<file path="config.mk">
export PLATFORM = sky130hd
export DESIGN_NAME = cdr_8b10b_pattern_trigger
export DESIGN_NICKNAME = d
export VERILOG_FILES = /design/src/rtl/cdr_trigger_pkg.sv /design/src/rtl/cdr_8b10b_align_compare.sv /design/src/rtl/cdr_8b10b_pattern_trigger.sv
export SDC_FILE = /design/constraint.sdc
export NUM_CORES = 1
export LEC_CHECK = 0
export CAP_MARGIN = 20
export CORE_ASPECT_RATIO = 0.8
export CORE_MARGIN = 4
export CORE_UTILIZATION = 59
export DETAILED_ROUTE_END_ITERATION = 7
export GPL_TIMING_DRIVEN = 1
export PLACE_DENSITY = 0.95
export RECOVER_POWER = 25
export SLEW_MARGIN = 20
export SYNTH_ARGS = -nofsm -noshare
export SYNTH_HDL_FRONTEND = slang
export SYNTH_HIERARCHICAL = 1
export SYNTH_SLANG_ARGS = --single-unit
</file>
<file path="constraint.sdc">
create_clock -name rx_clk -period 13.76 [get_ports rx_clk]
set_input_delay 4.128 -clock rx_clk [delete_from_list [all_inputs] [get_ports rx_clk]]
set_output_delay 4.128 -clock rx_clk [all_outputs]
set_load 0.02 [all_outputs]
</file>
<file path="src/rtl/cdr_trigger_pkg.sv">
// Shared types for the 8b/10b trigger engine: trigger source, FSM states,
// the decoded-symbol record and the per-position compare rule.
package cdr_trigger_pkg;

    typedef enum logic [1:0] {
        MODE_PATTERN  = 2'd0,
        MODE_DISP_ERR = 2'd1,
        MODE_SYM_ERR  = 2'd2,
        MODE_ANY_ERR  = 2'd3
    } cdr_trig_mode_t;

    typedef enum logic [1:0] {
        ST_IDLE    = 2'd0,
        ST_ARMED   = 2'd1,
        ST_HOLDOFF = 2'd2,
        ST_DONE    = 2'd3
    } cdr_trig_state_t;

    typedef struct packed {
        logic [7:0] data;
        logic       is_ctl;
        logic       valid;
    } cdr_sym_t;

    localparam cdr_sym_t SYM_EMPTY = '{data: 8'h00, is_ctl: 1'b0, valid: 1'b0};

    // A don't-care position always passes; a checked one needs a real symbol
    // with the right byte and the right K/D type.
    function automatic logic sym_matches(input cdr_sym_t sym,
                                         input logic [7:0] pat,
                                         input logic pat_ctl,
                                         input logic care);
        return (!care) || (sym.valid && (sym.data == pat) && (sym.is_ctl == pat_ctl));
    endfunction

endpackage

</file>
<file path="src/rtl/cdr_8b10b_align_compare.sv">
// Masked compare of one PATTERN_LEN-symbol window against the configured
// pattern. window[0] is the earliest symbol and lines up with pattern[0].
module cdr_8b10b_align_compare
    import cdr_trigger_pkg::*;
#(
    parameter int PATTERN_LEN = 10
)(
    input  cdr_sym_t [PATTERN_LEN-1:0]   window,
    input  logic     [8*PATTERN_LEN-1:0] cfg_pattern,
    input  logic     [PATTERN_LEN-1:0]   cfg_type,
    input  logic     [PATTERN_LEN-1:0]   cfg_mask,
    output logic                         match
);

    // All positions must pass; an all-zero mask is treated as "never match".
    always_comb begin
        match = |cfg_mask;
        for (int i = 0; i < PATTERN_LEN; i++) begin
            match = match & sym_matches(window[i], cfg_pattern[8*i +: 8],
                                        cfg_type[i], cfg_mask[i]);
        end
    end

endmodule

</file>
<file path="src/rtl/cdr_8b10b_pattern_trigger.sv">
// 8b/10b trigger engine. Symbols are captured, compared at every lane
// alignment against a window of history plus the current beat (or checked
// for error flags), registered as a per-lane hit vector, and then fed to the
// arm/holdoff/one-shot FSM that produces a one-cycle trigger pulse.
// Latency: trig_out rises two rx_clk edges after the edge that captures the
// final symbol.
module cdr_8b10b_pattern_trigger
    import cdr_trigger_pkg::*;
#(
    parameter  int LANES        = 4,
    parameter  int PATTERN_LEN  = 10,
    parameter  int HOLDOFF_BITS = 16,
    parameter  int COUNT_BITS   = 32,
    localparam int LANE_W       = (LANES > 1) ? $clog2(LANES) : 1
)(
    input  logic                     rx_clk,
    input  logic                     rx_rst,
    input  logic                     sym_valid,
    input  logic [8*LANES-1:0]       sym_data,
    input  logic [LANES-1:0]         sym_is_ctl,
    input  logic [LANES-1:0]         sym_disp_err,
    input  logic [LANES-1:0]         sym_err,
    input  logic                     sym_locked,
    input  logic [1:0]               cfg_mode,
    input  logic [8*PATTERN_LEN-1:0] cfg_pattern,
    input  logic [PATTERN_LEN-1:0]   cfg_type,
    input  logic [PATTERN_LEN-1:0]   cfg_mask,
    input  logic                     cfg_arm,
    input  logic                     cfg_oneshot,
    input  logic [HOLDOFF_BITS-1:0]  cfg_holdoff,
    output logic                     trig_out,
    output logic [LANE_W-1:0]        trig_lane,
    output logic                     armed,
    output logic [COUNT_BITS-1:0]    hit_count
);

    localparam int HIST_LEN   = PATTERN_LEN - 1;
    localparam int HIST_DEPTH = (HIST_LEN > 0) ? HIST_LEN : 1;
    localparam int WIN_LEN    = HIST_LEN + LANES;

    cdr_sym_t [LANES-1:0] cap_sym_r;
    logic     [LANES-1:0] cap_disp_r;
    logic     [LANES-1:0] cap_err_r;
    logic                 cap_valid_r;
    logic                 cap_locked_r;

    cdr_sym_t             hist_r [HIST_DEPTH];
    cdr_sym_t             win_s  [WIN_LEN];

    logic     [LANES-1:0] match_s;
    logic     [LANES-1:0] hit_s;
    logic     [LANES-1:0] hit_vec_r;
    logic                 hit_any_s;
    logic     [LANE_W-1:0] hit_lane_s;

    cdr_trig_state_t         state_r;
    logic [HOLDOFF_BITS-1:0] holdoff_ctr_r;

    // Capture the incoming beat; a lane is only usable when valid and locked.
    always_ff @(posedge rx_clk or posedge rx_rst) begin
        if (rx_rst) begin
            cap_sym_r    <= '0;
            cap_disp_r   <= '0;
            cap_err_r    <= '0;
            cap_valid_r  <= 1'b0;
            cap_locked_r <= 1'b0;
        end else begin
            cap_valid_r  <= sym_valid & sym_locked;
            cap_locked_r <= sym_locked;
            cap_disp_r   <= sym_disp_err;
            cap_err_r    <= sym_err;
            for (int k = 0; k < LANES; k++) begin
                cap_sym_r[k].data   <= sym_data[8*k +: 8];
                cap_sym_r[k].is_ctl <= sym_is_ctl[k];
                cap_sym_r[k].valid  <= sym_valid & sym_locked;
            end
        end
    end

    // Time-ordered window: history (oldest first) followed by the captured lanes.
    always_comb begin
        for (int i = 0; i < WIN_LEN; i++) begin
            win_s[i] = SYM_EMPTY;
        end
        for (int i = 0; i < HIST_LEN; i++) begin
            win_s[i] = hist_r[i];
        end
        for (int k = 0; k < LANES; k++) begin
            win_s[HIST_LEN + k] = cap_sym_r[k];
        end
    end

    // Keep the newest HIST_LEN symbols; loss of lock invalidates all of them.
    always_ff @(posedge rx_clk or posedge rx_rst) begin
        if (rx_rst) begin
            for (int i = 0; i < HIST_DEPTH; i++) begin
                hist_r[i] <= SYM_EMPTY;
            end
        end else if (!cap_locked_r) begin
            for (int i = 0; i < HIST_DEPTH; i++) begin
                hist_r[i].valid <= 1'b0;
            end
        end else if (cap_valid_r) begin
            for (int i = 0; i < HIST_LEN; i++) begin
                hist_r[i] <= win_s[LANES + i];
            end
        end else begin
            for (int i = 0; i < HIST_DEPTH; i++) begin
                hist_r[i] <= hist_r[i];
            end
        end
    end

    // One comparator per alignment: alignment k ends the pattern on lane k.
    genvar g;
    generate
        for (g = 0; g < LANES; g++) begin : g_align
            cdr_sym_t [PATTERN_LEN-1:0] window_s;

            // Slice this alignment's PATTERN_LEN symbols out of the window.
            always_comb begin
                for (int i = 0; i < PATTERN_LEN; i++) begin
                    window_s[i] = win_s[g + i];
                end
            end

            cdr_8b10b_align_compare #(
                .PATTERN_LEN (PATTERN_LEN)
            ) u_cmp (
                .window      (window_s),
                .cfg_pattern (cfg_pattern),
                .cfg_type    (cfg_type),
                .cfg_mask    (cfg_mask),
                .match       (match_s[g])
            );
        end
    endgenerate

    // Select the trigger source per lane; invalid or unlocked beats never hit.
    always_comb begin
        hit_s = '0;
        case (cdr_trig_mode_t'(cfg_mode))
            MODE_PATTERN:  hit_s = match_s;
            MODE_DISP_ERR: hit_s = cap_disp_r;
            MODE_SYM_ERR:  hit_s = cap_err_r;
            MODE_ANY_ERR:  hit_s = cap_disp_r | cap_err_r;
            default:       hit_s = '0;
        endcase
        hit_s = hit_s & {LANES{cap_valid_r}};
    end

    // Stage 1: register the per-alignment hit vector.
    always_ff @(posedge rx_clk or posedge rx_rst) begin
        if (rx_rst) begin
            hit_vec_r <= '0;
        end else begin
            hit_vec_r <= hit_s;
        end
    end

    // Lowest hitting lane wins when several alignments fire together.
    always_comb begin
        hit_lane_s = '0;
        for (int k = LANES - 1; k >= 0; k--) begin
            if (hit_vec_r[k]) begin
                hit_lane_s = LANE_W'(k);
            end else begin
                hit_lane_s = hit_lane_s;
            end
        end
    end

    assign hit_any_s = |hit_vec_r;

    // Stage 2: arm/holdoff/one-shot FSM with registered pulse, lane and count.
    always_ff @(posedge rx_clk or posedge rx_rst) begin
        if (rx_rst) begin
            state_r       <= ST_IDLE;
            holdoff_ctr_r <= '0;
            trig_out      <= 1'b0;
            trig_lane     <= '0;
            armed         <= 1'b0;
            hit_count     <= '0;
        end else begin
            trig_out  <= 1'b0;
            trig_lane <= '0;
            if (!cfg_arm) begin
                state_r <= ST_IDLE;
                armed   <= 1'b0;
            end else begin
                case (state_r)
                    ST_IDLE: begin
                        state_r   <= ST_ARMED;
                        armed     <= 1'b1;
                        hit_count <= '0;
                    end
                    ST_ARMED: begin
                        if (hit_any_s) begin
                            trig_out  <= 1'b1;
                            trig_lane <= hit_lane_s;
                            if (hit_count != {COUNT_BITS{1'b1}}) begin
                                hit_count <= hit_count + COUNT_BITS'(1);
                            end
                            if (cfg_oneshot) begin
                                state_r <= ST_DONE;
                                armed   <= 1'b0;
                            end else if (cfg_holdoff == '0) begin
                                state_r <= ST_ARMED;
                                armed   <= 1'b1;
                            end else begin
                                state_r       <= ST_HOLDOFF;
                                armed         <= 1'b0;
                                holdoff_ctr_r <= cfg_holdoff;
                            end
                        end else begin
                            armed <= 1'b1;
                        end
                    end
                    ST_HOLDOFF: begin
                        if (holdoff_ctr_r <= HOLDOFF_BITS'(1)) begin
                            state_r       <= ST_ARMED;
                            armed         <= 1'b1;
                            holdoff_ctr_r <= '0;
                        end else begin
                            holdoff_ctr_r <= holdoff_ctr_r - HOLDOFF_BITS'(1);
                        end
                    end
                    ST_DONE: begin
                        armed <= 1'b0;
                    end
                    default: begin
                        state_r <= ST_IDLE;
                        armed   <= 1'b0;
                    end
                endcase
            end
        end
    end

endmodule

</file>
==> impl_metrics.py <==
metrics = {
    "timing": {
        "max_freq_mhz": 160,
        "setup_viol": 0,
        "timing_hold_violations_final": 0,
        "setup_tns_ns": 0,
        "fin_crit_ns": 6.25,
        "finalCritPeriodShare_pct": 45.4,
        "maxSlewViolCount": 82,
        "rsz0062_at_grt": "no",
        "relSlewSlack_pct": -134,
        "skew_ns": 0.0187,
        "worst_slew_pin_slew_ns": 3.51,
    },
    "global_route": {
        "antenna_found_initial": 1,
        "grt_pass1_vias": 11035,
        "grt_start_max_net_pins": 128,
        "grt.total_usage_pct": 34.7,
        "grt_first_pass_wirelength_mm": 61.6,
        "grt_overflow": 0,
    },
    "pwr": {
        "intPower_uw": 1280,
        "total_power_uw": 2040,
        "power_density_nw_per_um2": 136,
        "sequentialPowerShare_pct": 44.5,
        "switching_power_uw": 762,
        "clkPwrFrac_pct": 26.1,
        "p_comb_share_pct": 29.4,
        "p_leak_uw": 0.00541,
        "swShare_pct": 37.4,
        "peakVddDrop_v": 0.000103,
    },
    "critical_path": {
        "max_stage_delay_ns": 0.70,
        "start_kind": "input port",
        "worstReg2RegStart": "cap_valid_r$_DFF_PP0_",
        "slowest_stage": "clkdlybuf4s50_1",
        "critPathLaunch": "cfg_arm",
        "cp_data_arrival_time_ns": 6.62,
        "critPathRequiredTime_ns": 14.13,
        "cp_cell_sequence": "clkdlybuf4s50_1 > nand2b_1 > a21o_2 > or4_4 > or4_1 > a21oi_1",
        "crit_path_end_kind": "register",
        "path_max_fanout": 23,
        "worst-setup-path-type": "in2reg",
    },
    "cts": {
        "htreeDepth": 4,
        "cts-resized-gates": 0,
        "clockBufferDepth": 2,
        "cts_root_buffer": "clkbuf_16",
        "cts_hold_buf": 0,
        "cts_buffers": 17,
        "clkTransAtPathRegs_ns": 0.08,
        "clock_sinks": 188,
        "cts_tree": "built",
        "clock_latency_ns": 0.45,
        "cts_setup_buffers": 0,
    },
    "floorplanning": {
        "die_x_um": 168,
        "die_h_um": 136,
        "start_util_pct": 60.5,
        "dieArea_um2": 22900,
        "core_um2": 20000,
        "num_io_pins": 204,
        "num_rows": 46,
    },
    "layout": {
        "syn2layout_area_growth_pct": 23.8,
        "drive_gt1_share_pct": 10.5,
        "fillCellCount": 1285,
        "multi_input_area_um2": 7230,
        "finalNetCount": 1547,
        "seq_area_um2": 4700,
    },
    "yosys": {
        "syn_nets": 1352,
        "synth_edf_count": 0,
        "synthArstFlopShare_pct": 100,
        "synth_warnings": 6,
        "synth_cells": 1181,
        "ys.flop_type": "dfrtp_1",
        "ys_ff_latch": 188,
        "synthesis.area_um2": 12100,
        "seq_area_frac_synth_pct": 38.9,
        "synth_cell_type_count": 61,
        "syn_area_per_cell_um2": 10.2,
    },
    "route": {
        "dr.pass1.iters": 8,
        "via_count": 11326,
        "drc_errors": 4,
        "ant_nets": 0,
        "wl_per_cell_um": 24.7,
        "drt_iter0_markers": 1905,
        "routed_wl_mm": 40.8,
        "viasPerCell": 6.85,
    },
    "min_path": {
        "hold_path.class": "reg2reg",
        "hp-start": "hit_vec_r[0]$_DFF_PP0_",
    },
    "place": {
        "gp_congestion": 1.06,
        "dpl.hpwl_mm": 29.6,
        "port_buffers": 203,
    },
    "status": {
        "outcome": "complete, but fails checks",
        "failed_checks": "DRC, capacitance limit, slew limit",
    },
    "job": {
        "max-cap-violations": 1,
    },
}
-- placed cells by master, fill, tap and decap left out, types with 24 or more instances in the layout --
cell type,count
xnor2_1,296
dfrtp_1,188
clkdlybuf4s50_1,184
nand4_1,100
mux2_2,82
nand2_1,78
xor2_1,64
nor4_1,45
o31ai_1,37
o21ai_0,34
nand3_1,27
nor2_1,24
-- Yosys cell counts, types with 5 or more instances --
library cell | number | share of area, %
a22o_1 | 16 | 1.2
or3_1 | 6 | 0.31
inv_1 | 12 | 0.37
xor2_1 | 64 | 4.6
mux2_2 | 83 | 7.7
nand4_1 | 100 | 5.2
a21oi_1 | 13 | 0.54
nor4_1 | 46 | 2.4
clkbuf_1 | 23 | 0.71
nand3_1 | 27 | 1.1
xnor2_1 | 296 | 21
dfrtp_1 | 188 | 39
a221o_1 | 7 | 0.58
or2_2 | 9 | 0.47
o31ai_1 | 37 | 2.3
nand2b_1 | 5 | 0.26
nand2_1 | 78 | 2.4
o21ai_0 | 34 | 1.4
nor3_1 | 19 | 0.79
and3_1 | 5 | 0.26
mux2i_1 | 11 | 0.91
nor2_1 | 24 | 0.75
or4_1 | 6 | 0.37
-- stage by stage --
stage	hold WS [ns]	util [%]	std cells	setup WS, ns	cell area (um^2)
4_1_cts	0.488	74.9	1652	7.28	15000
2_1_floorplan	0.434	-	1181	4.52	12100
3_5_place_dp	0.478	71.9	1621	6.83	14400
5_1_grt	0.532	74.9	1652	7.39	15000
3_3_place_gp	0.455	71.9	1621	6.91	14400
6_report	0.503	75.0	1653	7.51	15000
-- cells by family (layout without fill, tap and decap cells) --
| family | Yosys count | after routing | share of synthesized area [%] |
|---|---|---|---|
| xor+xnor | 360 | 360 | 26.1 |
| simple gates | 350 | 350 | 16.1 |
| flops | 188 | 188 | 38.9 |
| compound gates | 145 | 145 | 8.55 |
| mux | 94 | 94 | 8.64 |
| buf+inv | 41 | 248 | 1.43 |
| fa+ha+maj | 3 | 3 | 0.311 |
| other cells | 0 | 1 | 0 |
-- final timing paths --
| kind | end | slack [ns] | cells after the start |
|---|---|---|---|
| setup reg to reg | g_align[0].window_s[71]$_DFFE_PP0P_ | 9.54 | 2 |
| max in group asynchronous | g_align[0].window_s[65]$_DFFE_PP0P_ | 8.11 | 3 |
| hold / removal | trig_lane[0]$_DFF_PP0_ | 0.50 | 1 |
| hold reg to reg | trig_lane[0]$_DFF_PP0_ | 0.50 | 1 |
| setup / recovery | hit_count[18]$_DFFE_PP0P_ | 7.51 | 6 |
| min in group asynchronous | hit_count[21]$_DFFE_PP0P_ | 4.28 | 2 |
-- sequential cells by signal (all words and copies together) (netlist names) --
signal            flops
g_align.window_s     84
cap_sym_r            36
hit_count            32
holdoff_ctr_r        16
cap_disp_r            4
cap_err_r             4
hit_vec_r             4
state_r               2
trig_lane             2
armed                 1
cap_locked_r          1
cap_valid_r           1
trig_out              1
-- power groups by stage --
stage               clock network, uW  logic [uW]  registers, uW
floorplan                           0         401            815
global placement                    0         545            888
detailed placement                  0         572            896
CTS                               530         585            889
global route                      552         636            912
finish                            532         599            908
-- per-layer routing --
layer | GRT usage [%] | share of wire, %
met4 | 15.8 | 5.8
met2 | 53.3 | 44
met3 | 10.8 | 13
met1 | 45.4 | 37
met5 | 0 | 0
-- worst max-delay path, delay by kind of cell --
kind                   cells  cell delay [ns]
AOI/OAI and AO/OA          2             0.52
buffers and inverters      1             0.70
and+or+nand+nor            3             1.27
-- area by class of cell --
type,count,area share (%)
multi-input combinational,952,48.3
clock buffer,18,2.87
sequential,188,31.4
antenna,1,0.0167
clock inverter,13,1.19
timing repair buffer,205,13.7
inverter,12,0.351
tap,264,2.21
No activity file was read; power rests on OpenSTA's default activity.
